## config.mk

```make
export PLATFORM = sky130hd
export DESIGN_NAME = fp_addsub_unit
export DESIGN_NICKNAME = d
export VERILOG_FILES = /design/src/rtl/fpu_pkg.sv /design/src/rtl/fp_lzc.sv /design/src/rtl/fp_addsub_unit.sv
export SDC_FILE = /design/constraint.sdc
export NUM_CORES = 1
export LEC_CHECK = 0
export ABC_AREA = 1
export CAP_MARGIN = 20
export CORE_ASPECT_RATIO = 0.8
export CORE_MARGIN = 2
export CORE_UTILIZATION = 45
export CTS_BUF_LIST = sky130_fd_sc_hd__clkbuf_4 sky130_fd_sc_hd__clkbuf_8
export CTS_CLUSTER_SIZE = 30
export DETAILED_ROUTE_END_ITERATION = 10
export HOLD_SLACK_MARGIN = 0.1
export PLACE_DENSITY_LB_ADDON = 0.12
export SKIP_CTS_REPAIR_TIMING = 1
export SYNTH_ARGS = -nofsm -noshare
export SYNTH_HDL_FRONTEND = slang
export SYNTH_SLANG_ARGS = --single-unit
```

## constraint.sdc

```tcl
create_clock -name clk -period 4.4 [get_ports clk]
set_clock_uncertainty 0.2 [all_clocks]
set_input_delay 0.66 -clock clk [delete_from_list [all_inputs] [get_ports clk]]
set_output_delay 0.66 -clock clk [all_outputs]
set_load 0.05 [all_outputs]
```

## src/rtl/fpu_pkg.sv

```systemverilog
// Shared types and constants for the 9-bit minifloat add/sub unit.
// Format: [8] sign, [7:4] biased exponent, [3:0] mantissa with hidden 1.
package fpu_pkg;

  localparam int EXP_W  = 4;
  localparam int MAN_W  = 4;
  localparam int BIAS   = 7;
  localparam int FP_W   = 1 + EXP_W + MAN_W;
  // Hidden bit + mantissa + guard/round/sticky.
  localparam int EXT_W  = MAN_W + 4;
  localparam int SUM_W  = EXT_W + 1;
  localparam int EXPS_W = EXP_W + 3;
  localparam int SH_W   = $clog2(EXT_W);
  localparam int LZ_W   = $clog2(EXT_W + 1);

  localparam logic [EXP_W-1:0] EXP_ONES = '1;

  localparam logic [FP_W-1:0] FP_ZERO = 9'h000;
  localparam logic [FP_W-1:0] FP_INF  = 9'h0F0;
  localparam logic [FP_W-1:0] FP_NAN  = 9'h0F8;

  typedef enum logic [2:0] {
    IDLE,
    ALIGN,
    ADD,
    NORM,
    ROUND,
    DONE
  } fpu_state_t;

  typedef struct packed {
    logic             sign;
    logic [EXP_W-1:0] exp;
    logic [MAN_W-1:0] mant;
  } fp_t;

  function automatic logic fp_is_nan(input fp_t x);
    return (x.exp == EXP_ONES) && (x.mant != '0);
  endfunction

  function automatic logic fp_is_inf(input fp_t x);
    return (x.exp == EXP_ONES) && (x.mant == '0);
  endfunction

  function automatic logic fp_is_zero(input fp_t x);
    return x.exp == '0;
  endfunction

endpackage

```

## src/rtl/fp_lzc.sv

```systemverilog
// Leading-zero counter and left-normalising shifter for the aligned sum.
// An all-zero input reports zero_o with cnt_o = W.
module fp_lzc
  import fpu_pkg::*;
#(
  parameter int W = EXT_W,
  localparam int CW = $clog2(W + 1)
) (
  input  logic [W-1:0]  val_i,
  output logic [CW-1:0] cnt_o,
  output logic [W-1:0]  norm_o,
  output logic          zero_o
);

  // Scan upward so the highest set bit is the last writer.
  always_comb begin
    cnt_o = CW'(W);
    for (int i = 0; i < W; i++) begin
      if (val_i[i]) begin
        cnt_o = CW'(W - 1 - i);
      end
    end
  end

  assign norm_o = val_i << cnt_o;
  assign zero_o = ~|val_i;

endmodule

```

## src/rtl/fp_addsub_unit.sv

```systemverilog
// Multi-cycle minifloat add/subtract: IDLE->ALIGN->ADD->NORM->ROUND->DONE.
// Define FPU_RNE_EN for round-to-nearest-even; otherwise ROUND truncates.
module fp_addsub_unit
  import fpu_pkg::*;
(
  input  logic            clk,
  input  logic            resetn,
  input  logic [FP_W-1:0] bus_i,
  input  logic            AFin,
  input  logic            GFin,
  input  logic            AddSubF,
  input  logic            GFout,
  output logic [FP_W-1:0] gf_bus_o,
  output logic [FP_W-1:0] gf_o,
  output logic            busy,
  output logic            fdone,
  output logic            ovf,
  output logic            unf
);

`ifdef FPU_RNE_EN
  localparam bit RNE_EN = 1'b1;
`else
  localparam bit RNE_EN = 1'b0;
`endif

  localparam logic signed [EXPS_W-1:0] EXP_SAT  = EXPS_W'(int'(EXP_ONES));
  localparam logic signed [EXPS_W-1:0] EXP_ZERO = '0;

  fpu_state_t state_q, state_d;

  logic [FP_W-1:0]          af_q, gf_q, spec_res_q;
  fp_t                      a_q, b_q;
  logic                     op_q, sign_q, eff_sub_q, special_q, zero_q;
  logic                     ovf_q, unf_q;
  logic [EXT_W-1:0]         big_q, small_q, norm_q;
  logic [SUM_W-1:0]         sum_q;
  logic signed [EXPS_W-1:0] exp_q;

  // ---------------- control FSM ----------------
  always_ff @(posedge clk or negedge resetn) begin
    if (!resetn) begin
      state_q <= IDLE;
    end else begin
      state_q <= state_d;
    end
  end

  always_comb begin
    state_d = state_q;
    case (state_q)
      IDLE:    if (GFin) state_d = ALIGN;
      ALIGN:   state_d = ADD;
      ADD:     state_d = NORM;
      NORM:    state_d = ROUND;
      ROUND:   state_d = DONE;
      DONE:    state_d = IDLE;
      default: state_d = IDLE;
    endcase
  end

  // ---------------- ALIGN: swap, shift, specials ----------------
  fp_t                 b_eff, lg, sm;
  logic                a_ge_b;
  logic [EXP_W-1:0]    exp_diff;
  logic [SH_W-1:0]     shamt;
  logic [2*EXT_W-1:0]  sm_wide;
  logic [EXT_W-1:0]    small_aln;
  logic                spec_hit;
  logic [FP_W-1:0]     spec_val;

  always_comb begin
    b_eff  = {b_q.sign ^ op_q, b_q.exp, b_q.mant};
    a_ge_b = {a_q.exp, a_q.mant} >= {b_q.exp, b_q.mant};
    lg     = a_ge_b ? a_q : b_eff;
    sm     = a_ge_b ? b_eff : a_q;
    exp_diff = lg.exp - sm.exp;
    shamt  = (exp_diff > EXP_W'(EXT_W - 1)) ? SH_W'(EXT_W - 1) : exp_diff[SH_W-1:0];
    sm_wide   = {1'b1, sm.mant, 3'b000, {EXT_W{1'b0}}} >> shamt;
    // Everything shifted past the round bit collapses into sticky.
    small_aln = {sm_wide[2*EXT_W-1:EXT_W+1], sm_wide[EXT_W] | (|sm_wide[EXT_W-1:0])};
  end

  always_comb begin
    spec_hit = 1'b1;
    spec_val = FP_ZERO;
    if (fp_is_nan(a_q) || fp_is_nan(b_q)) begin
      spec_val = FP_NAN;
    end else if (fp_is_inf(a_q) && fp_is_inf(b_q)) begin
      spec_val = (a_q.sign == b_eff.sign) ? a_q : FP_NAN;
    end else if (fp_is_inf(a_q)) begin
      spec_val = a_q;
    end else if (fp_is_inf(b_q)) begin
      spec_val = b_eff;
    end else if (fp_is_zero(a_q)) begin
      spec_val = b_eff;
    end else if (fp_is_zero(b_q)) begin
      spec_val = a_q;
    end else begin
      spec_hit = 1'b0;
    end
  end

  // ---------------- ADD ----------------
  logic [SUM_W-1:0] sum_d;

  always_comb begin
    if (eff_sub_q) begin
      sum_d = {1'b0, big_q} - {1'b0, small_q};
    end else begin
      sum_d = {1'b0, big_q} + {1'b0, small_q};
    end
  end

  // ---------------- NORM ----------------
  logic [LZ_W-1:0]          lz_cnt;
  logic [EXT_W-1:0]         lz_norm, norm_d;
  logic                     lz_zero;
  logic signed [EXPS_W-1:0] exp_norm_d;

  fp_lzc #(.W(EXT_W)) u_lzc (
    .val_i  (sum_q[EXT_W-1:0]),
    .cnt_o  (lz_cnt),
    .norm_o (lz_norm),
    .zero_o (lz_zero)
  );

  always_comb begin
    norm_d     = lz_norm;
    exp_norm_d = exp_q - EXPS_W'(lz_cnt);
    if (sum_q[SUM_W-1]) begin
      norm_d     = {sum_q[SUM_W-1:2], |sum_q[1:0]};
      exp_norm_d = exp_q + EXPS_W'(1);
    end
  end

  // ---------------- ROUND ----------------
  logic                     round_up;
  logic [MAN_W+1:0]         man_r;
  logic [MAN_W-1:0]         mant_r;
  logic signed [EXPS_W-1:0] exp_r;
  logic [FP_W-1:0]          res_d;
  logic                     ovf_d, unf_d;

  always_comb begin
    round_up = RNE_EN & norm_q[2] & (norm_q[1] | norm_q[0] | norm_q[3]);
    man_r    = {1'b0, norm_q[EXT_W-1:3]} + {{(MAN_W+1){1'b0}}, round_up};
    exp_r    = exp_q + EXPS_W'(man_r[MAN_W+1]);
    mant_r   = man_r[MAN_W+1] ? '0 : man_r[MAN_W-1:0];
    res_d    = {sign_q, exp_r[EXP_W-1:0], mant_r};
    ovf_d    = 1'b0;
    unf_d    = 1'b0;
    if (special_q) begin
      res_d = spec_res_q;
    end else if (zero_q) begin
      res_d = FP_ZERO;
    end else if (exp_r >= EXP_SAT) begin
      res_d = {sign_q, FP_INF[FP_W-2:0]};
      ovf_d = 1'b1;
    end else if (exp_r <= EXP_ZERO) begin
      res_d = FP_ZERO;
      unf_d = 1'b1;
    end
  end

  // ---------------- datapath registers ----------------
  always_ff @(posedge clk or negedge resetn) begin
    if (!resetn) begin
      af_q       <= '0;
      gf_q       <= '0;
      a_q        <= '0;
      b_q        <= '0;
      op_q       <= 1'b0;
      sign_q     <= 1'b0;
      eff_sub_q  <= 1'b0;
      special_q  <= 1'b0;
      spec_res_q <= FP_ZERO;
      big_q      <= '0;
      small_q    <= '0;
      sum_q      <= '0;
      norm_q     <= '0;
      zero_q     <= 1'b0;
      exp_q      <= '0;
      ovf_q      <= 1'b0;
      unf_q      <= 1'b0;
    end else begin
      if (AFin) af_q <= bus_i;
      case (state_q)
        IDLE: begin
          if (GFin) begin
            a_q  <= af_q;
            b_q  <= bus_i;
            op_q <= AddSubF;
          end
        end
        ALIGN: begin
          sign_q     <= lg.sign;
          eff_sub_q  <= a_q.sign ^ b_eff.sign;
          big_q      <= {1'b1, lg.mant, 3'b000};
          small_q    <= small_aln;
          exp_q      <= EXPS_W'(lg.exp);
          special_q  <= spec_hit;
          spec_res_q <= spec_val;
        end
        ADD: sum_q <= sum_d;
        NORM: begin
          norm_q <= norm_d;
          exp_q  <= exp_norm_d;
          zero_q <= lz_zero & ~sum_q[SUM_W-1];
        end
        // GF lands on the edge into DONE so it is valid alongside fdone.
        ROUND: begin
          gf_q  <= res_d;
          ovf_q <= ovf_d;
          unf_q <= unf_d;
        end
        default: ;
      endcase
    end
  end

  assign gf_o     = gf_q;
  assign gf_bus_o = GFout ? gf_q : '0;
  assign busy     = (state_q != IDLE);
  assign fdone    = (state_q == DONE);
  assign ovf      = ovf_q;
  assign unf      = unf_q;

endmodule

```

Word-level counts from Yosys, hierarchy flattened
Index checks and enable logic that the tools add are counted.

Register bits: 91. Memory bits (writable): 0. Memories: 0. Input port bits: 15. Output and inout port bits: 22. Bits in read-only memories: 0. Latch bits: 0.

Div/mod/pow operators: 0. Reduce and logical (&&, ||, !) cells: 20. Add/subtract/negate cells: 5. $lt $le $gt $ge: 4. Multiply operators: 0. Shift operators: 2. Equal/unequal tests: 9. Bitwise logic cells: 5. Multiplexer cells: 42.

Operators by type and width (number): 2-to-1 mux 9 bit (14); 2-to-1 mux 4 bit (8); logical NOT 4 bit (4); OR reduction 8 bit (2); >> shifter 16 x 3 -> 16 bit (1); case mux 3 bit (5 select lines) (1); 2-to-1 mux 7 bit (2); case mux 7 bit (2 select lines) (1); 2-to-1 mux 1 bit (13); adder 8 x 8 -> 9 bit (1); subtractor 8 x 8 -> 9 bit (1); == test 4 bit, second input constant (2); >= comparator 8 bit (1); 2-to-1 mux 8 bit (1); nonzero test 4 bit (2); << shifter 8 x 4 -> 7 bit (1); adder 7 x 2 -> 7 bit, second input constant (1); >= comparator 7 x 5 -> 1 bit, second input constant (1); less-or-equal comparator 7 x 1 -> 1 bit, second input constant (1); subtractor 7 x 4 -> 7 bit (1); == test 3 x 2 -> 1 bit, second input constant (2); == test 3 bit, second input constant (2); 2-to-1 mux 3 bit (2); logical AND 1 bit (5); 16 further kinds (17).

Logic depth before layout (Yosys ltp)
Depth in word-level cells: 11. Gate-level depth with buffers: 22. Depth with buffers taken out: 22.

Modules after synthesis
A second synthesis with hierarchy kept.

Cells, all modules: 738. Area, all modules: 5512.8 sq um.

By module, submodules not included: fp_addsub_unit (area an instance 5167.5 sq um, cells an instance 670, instances 1, seq. area each 2202.1 sq um); fp_lzc (area an instance 345.3 sq um, cells an instance 68, instances 1, seq. area each 0.0 sq um).

Worst setup path after synthesis
OpenSTA, ideal clock, no wires.

Kind: reg2reg. From: reg b_q (netlist bit b_eff[5]). To: reg small_q[6]. Library setup time: 96 ps. Buffers on the path: 0. Cell stages (with the launch flop): 17. Path slack: 1805 ps. Data arrival time: 2299 ps. Required time: 4104 ps. Path through: dfrtp_1 > inv_1 > ha_1 > a21oi_1 > nor2_1 > nor2_4 > nand2_4 > nand2_2 > nand3_4 > ha_1 > nor2_1 > xnor2_1 > a21oi_2 > inv_2 > nor2_4 > inv_2 > o32ai_2.

Word-level cells in the longest chain between the ends: 6. Elaborated cells on any way between the ends: 7. Those cells by class: add/sub (1); order compare (2); shift (1); mux (3).

Ends and longest elaborated chain: start, declared (RTL line fp_addsub_unit.sv:33) `fp_t a_q, b_q;`; start signal, assigned (RTL line fp_addsub_unit.sv:192) `b_q <= bus_i;`; >= comparator 8 bit (RTL line fp_addsub_unit.sv:74) `a_ge_b = {a_q.exp, a_q.mant} >= {b_q.exp, b_q.mant};`; 2-to-1 mux 9 bit or 2-to-1 mux 8 bit (tied branches) (RTL line fp_addsub_unit.sv:75, fp_addsub_unit.sv:76); subtractor 4 bit (RTL line fp_addsub_unit.sv:77) `exp_diff = lg.exp - sm.exp;`; greater-than comparator 4 x 3 -> 1 bit (RTL line fp_addsub_unit.sv:78) `shamt = (exp_diff > EXP_W'(EXT_W - 1)) ? SH_W'(EXT_W - 1) : exp_diff[SH_W-1:0];`; 2-to-1 mux 3 bit (RTL line fp_addsub_unit.sv:78); >> shifter 16 x 3 -> 16 bit (*) (RTL line fp_addsub_unit.sv:79) `sm_wide = {1'b1, sm.mant, 3'b000, {EXT_W{1'b0}}} >> shamt;`; end signal, assigned (RTL line fp_addsub_unit.sv:200) `small_q <= small_aln;`; end, declared (RTL line fp_addsub_unit.sv:36) `logic [EXT_W-1:0] big_q, small_q, norm_q;`.

Every way passes the cells marked *; elsewhere a longest branch is shown, timed or not. A chain may end at the register's enable or synchronous reset.

Worst setup path after layout
From: reg b_q (netlist bit b_eff[5]). To: reg small_q[0].

Word-level cells in the longest chain between the ends: 8. Elaborated cells on any way between the ends: 9. Those cells by class: add/sub (1); order compare (2); shift (1); mux (3); bitwise (1); reduce/logical (1).

Ends and longest elaborated chain: >= comparator 8 bit (RTL line fp_addsub_unit.sv:74); 2-to-1 mux 9 bit or 2-to-1 mux 8 bit (tied branches) (RTL line fp_addsub_unit.sv:75, fp_addsub_unit.sv:76); subtractor 4 bit (RTL line fp_addsub_unit.sv:77); greater-than comparator 4 x 3 -> 1 bit (RTL line fp_addsub_unit.sv:78); 2-to-1 mux 3 bit (RTL line fp_addsub_unit.sv:78); >> shifter 16 x 3 -> 16 bit (*) (RTL line fp_addsub_unit.sv:79); OR reduction 8 bit (RTL line fp_addsub_unit.sv:81) `small_aln = {sm_wide[2*EXT_W-1:EXT_W+1], sm_wide[EXT_W] | (|sm_wide[EXT_W-1:0])};`; OR 1 bit (*) (RTL line fp_addsub_unit.sv:81).

Marks and branches as above.

==> impl_metrics.csv <==
group,metric,value,unit
outcome,status,"finished clean",
synthesis,synthTopCellsByArea,"dfrtp_1 (41%), nand2_1 (9.8%), o21ai_0 (8.5%), inv_1 (7.0%), ha_1 (6.3%)",
die,die_x,126,um
critical_path,worstSetupEndpoint,"small_q[0]",
critical_path,critPathArrivalTime,3.19,ns
timing,fin_crit_sh,70.9,%
die,die_height,102,um
synthesis,yosysTopAreaCellShare,40.9,%
place,gp_congestion,0.932,
critical_path,ff2ff_path_depth,18,
timing,max_freq,0.321,GHz
critical_path,required,4.47,ns
cells_and_area,nets,776,
critical_path,timing.critical_path.buf_inv,1,
drt,wire_per_inst,15.0,um
critical_path,cp_slowest_cell,"dfrtp_1",
grt,antenna_found_initial,0,
critical_path,rr_endpoint,"small_q[0]",
timing,maxSlewViolCount,0,
drt,ant_nets,0,
critical_path,cp.depth,18,
synthesis,async_flop_share,100,%
timing,finalHoldViolCount,0,
synthesis,syn_nets,745,
clock_network,clk_pin_slew,0.09,ns
worst_hold_path,hold_path.class,"in2async",
synthesis,netlist_instances,701,
clock_network,clock_latency,0.37,ns
place,hpwl,9.88,mm
grt,gr-max-usage-layer,"met2",
clock_network,h-tree-depth,3,
die,ios,37,
grt,grt_max_degree,61,
drt,drt_iter0_markers,405,
critical_path,crit_path_max_incr_delay,0.38,ns
drt,vias,4796,
synthesis,yosysTopAreaCell,"dfrtp_1",
critical_path,rr_startpoint,"b_eff[5]",
synthesis,syn_area_per_cell,7.68,um^2
grt,use_met1,31.3,%
clock_network,clock_sinks,88,
drt,via_per_inst,5.42,
grt,grt_pass1_vias,4656,
synthesis,ys_seq_area_share,40.9,%
timing,worstMarginPinSlew,0.885,ns
critical_path,r2r_slack,1.28,ns
clock_network,clockBufferDepth,2,
clock_network,cts_buffers,9,
critical_path,cp_cell_sequence,"inv_1, ha_1, a21oi_1, nor2_1, nor2_4, nand2_4, nand2_2, nand3_4, nand2_4, nand3_2, nand2_1, nand3_2, nor2_1, nand2_1, nand2_1, nand3_1, nand2_1, a21oi_2",
critical_path,worst_setup_path_start_kind,"register",
grt,met2_usage,35.4,%
timing,slew_headroom,40.5,%
clock_network,cts-root-buf,"clkbuf_8",
cells_and_area,fill_cells,1108,
drt,drc,0,
clock_network,cts_tree,"yes",
cells_and_area,n_antenna_cell,0,
critical_path,cp-end-kind,"register",
job,maxCapViolCount,0,
critical_path,worstSetupPathType,"reg2reg",
place,io_buffers,36,
cells_and_area,drive_gt1_share,7.33,%
grt,met3_usage,3.51,%
synthesis,synth_common_cells,"nand2_1 (141), inv_1 (100), o21ai_0 (91), dfrtp_1 (88), a21oi_1 (55)",
timing,setup_violations,0,
synthesis,ys_warn_count,0,
synthesis,synth_seq_cells,88,
timing,rsz0062_at_grt,"no",
timing,tns,0,ns
synthesis,syn_area,5380,um^2
cells_and_area,syn_to_final_growth,12.8,%
critical_path,critPathMaxFanout,26,
synthesis,ys_types,44,
critical_path,cp_top_family,"simple AND/OR/NAND/NOR gates",
timing,period_needed,3.12,ns
grt,grt_remaining_overflow,0,
grt,track_usage,22.0,%
drt,drt_first_pass_iters,5,
grt,grt_pass1_wl,22.7,mm
die,dieArea,12900,um^2
drt,wl,13.3,mm
die,fp.coreArea,11600,um^2
synthesis,synthFlopType,"dfrtp_1",
die,row_count,35,
synthesis,synth.most_common_cell,"nand2_1",
die,start_util,46.4,%
critical_path,crit_top_cell,"nand2_1",
critical_path,critPathLaunch,"b_eff[5]",
synthesis,synth-edff-count,0,
worst reg2reg max path, stage by stage, from the launching register on:
cell	delay, ns
dfrtp_1	0.38
inv_1	0.22
ha_1	0.33
a21oi_1	0.16
nor2_1	0.08
nor2_4	0.17
nand2_4	0.19
nand2_2	0.14
nand3_4	0.08
nand2_4	0.08
nand3_2	0.09
nand2_1	0.08
nand3_2	0.11
nor2_1	0.27
nand2_1	0.08
nand2_1	0.11
nand3_1	0.08
nand2_1	0.10
a21oi_2	0.06
cell type report:
cell class | count | area (um^2) | share of cell area [%]
multi-input combinational | 485 | 2700 | 44.5
inverter | 108 | 405 | 6.68
clock inverter | 5 | 38.8 | 0.639
sequential | 88 | 2200 | 36.3
timing repair buffer | 40 | 388 | 6.39
tap | 148 | 185 | 3.05
clock buffer | 11 | 151 | 2.49
cells in the final DEF, fill, tap and decap left out, drive strengths merged:
cell,n
o21ai,91
clkdlybuf4s50,35
o32a,1
o211ai,6
dfrtp,88
o31ai,5
nor2,52
nand3,34
clkinvlp,1
clkbuf,11
o22a,1
fa,2
nand2,150
o32ai,5
nand4,8
clkinv,5
or2,2
mux2,3
xor2,5
and2,1
nor3,7
a21oi,57
a21o,1
inv,107
a31oi,3
o221ai,7
o22ai,3
a221o,1
or3,1
xnor2,3
nor4,6
a311oi,1
mux2i,1
o311ai,1
ha,27
buf,5
flip-flops by register name, indices dropped and copies added, names as in the netlist:
register and flops:
gf_o 9, af_q 9, b_q 1, state_q 3
unf 1, sign_q 1, sum_q 9, big_q 5
zero_q 1, small_q 8, special_q 1, b_eff 8
norm_q 4, a_q 9, op_q 1, exp_q 7
ovf 1, spec_res_q 9, eff_sub_q 1
per-layer routing:
layer,vias up,part of all wire (%),routed length (um)
met5,-,0,0
met4,0,1.3,178
met3,15,4.6,607
met2,124,45,5940
met1,2262,49,6550
li1,2395,-,-
cells by family after synthesis:
| logic type | share of synthesized area (%) |
|---|---|
| adders and majority gates | 7.02 |
| xor gates and xnor gates | 1.30 |
| muxes | 0.813 |
| AOI/OAI and AO/OA | 19.2 |
| DFF | 40.9 |
| buffers and inverters | 8.92 |
| and+or+nand+nor | 21.8 |
worst min path at each step:
stage	slack, ns	cells past startpoint	endpoint	startpoint
final	0.15	1	gf_o[4]	resetn
after global routing	0.22	1	gf_o[5]	resetn
after global placement	0.27	2	spec_res_q[6]	spec_res_q[6]
after floorplan	0.16	0	a_q[0]	resetn
after CTS	0.18	1	gf_o[4]	resetn
after detailed placement	0.27	2	spec_res_q[6]	spec_res_q[6]
metrics by stage:
stage / instance area [um^2] / hold WS (ns) / utilization, % / cells / setup slack (ns)
finish: 6070 / 0.152 / 52.3 / 885 / 1.28
global route: 6070 / 0.223 / 52.3 / 885 / 1.06
CTS: 6070 / 0.180 / 52.3 / 885 / 1.27
detailed placement: 5880 / 0.268 / 50.7 / 869 / 1.28
global placement: 5880 / 0.269 / 50.7 / 869 / 1.31
floorplan: 5380 / 0.164 / - / 701 / 1.81
Power is left out: the tool's default activity adds up to more than one toggle a clock period on the data nets, which glitch-free logic cannot reach.
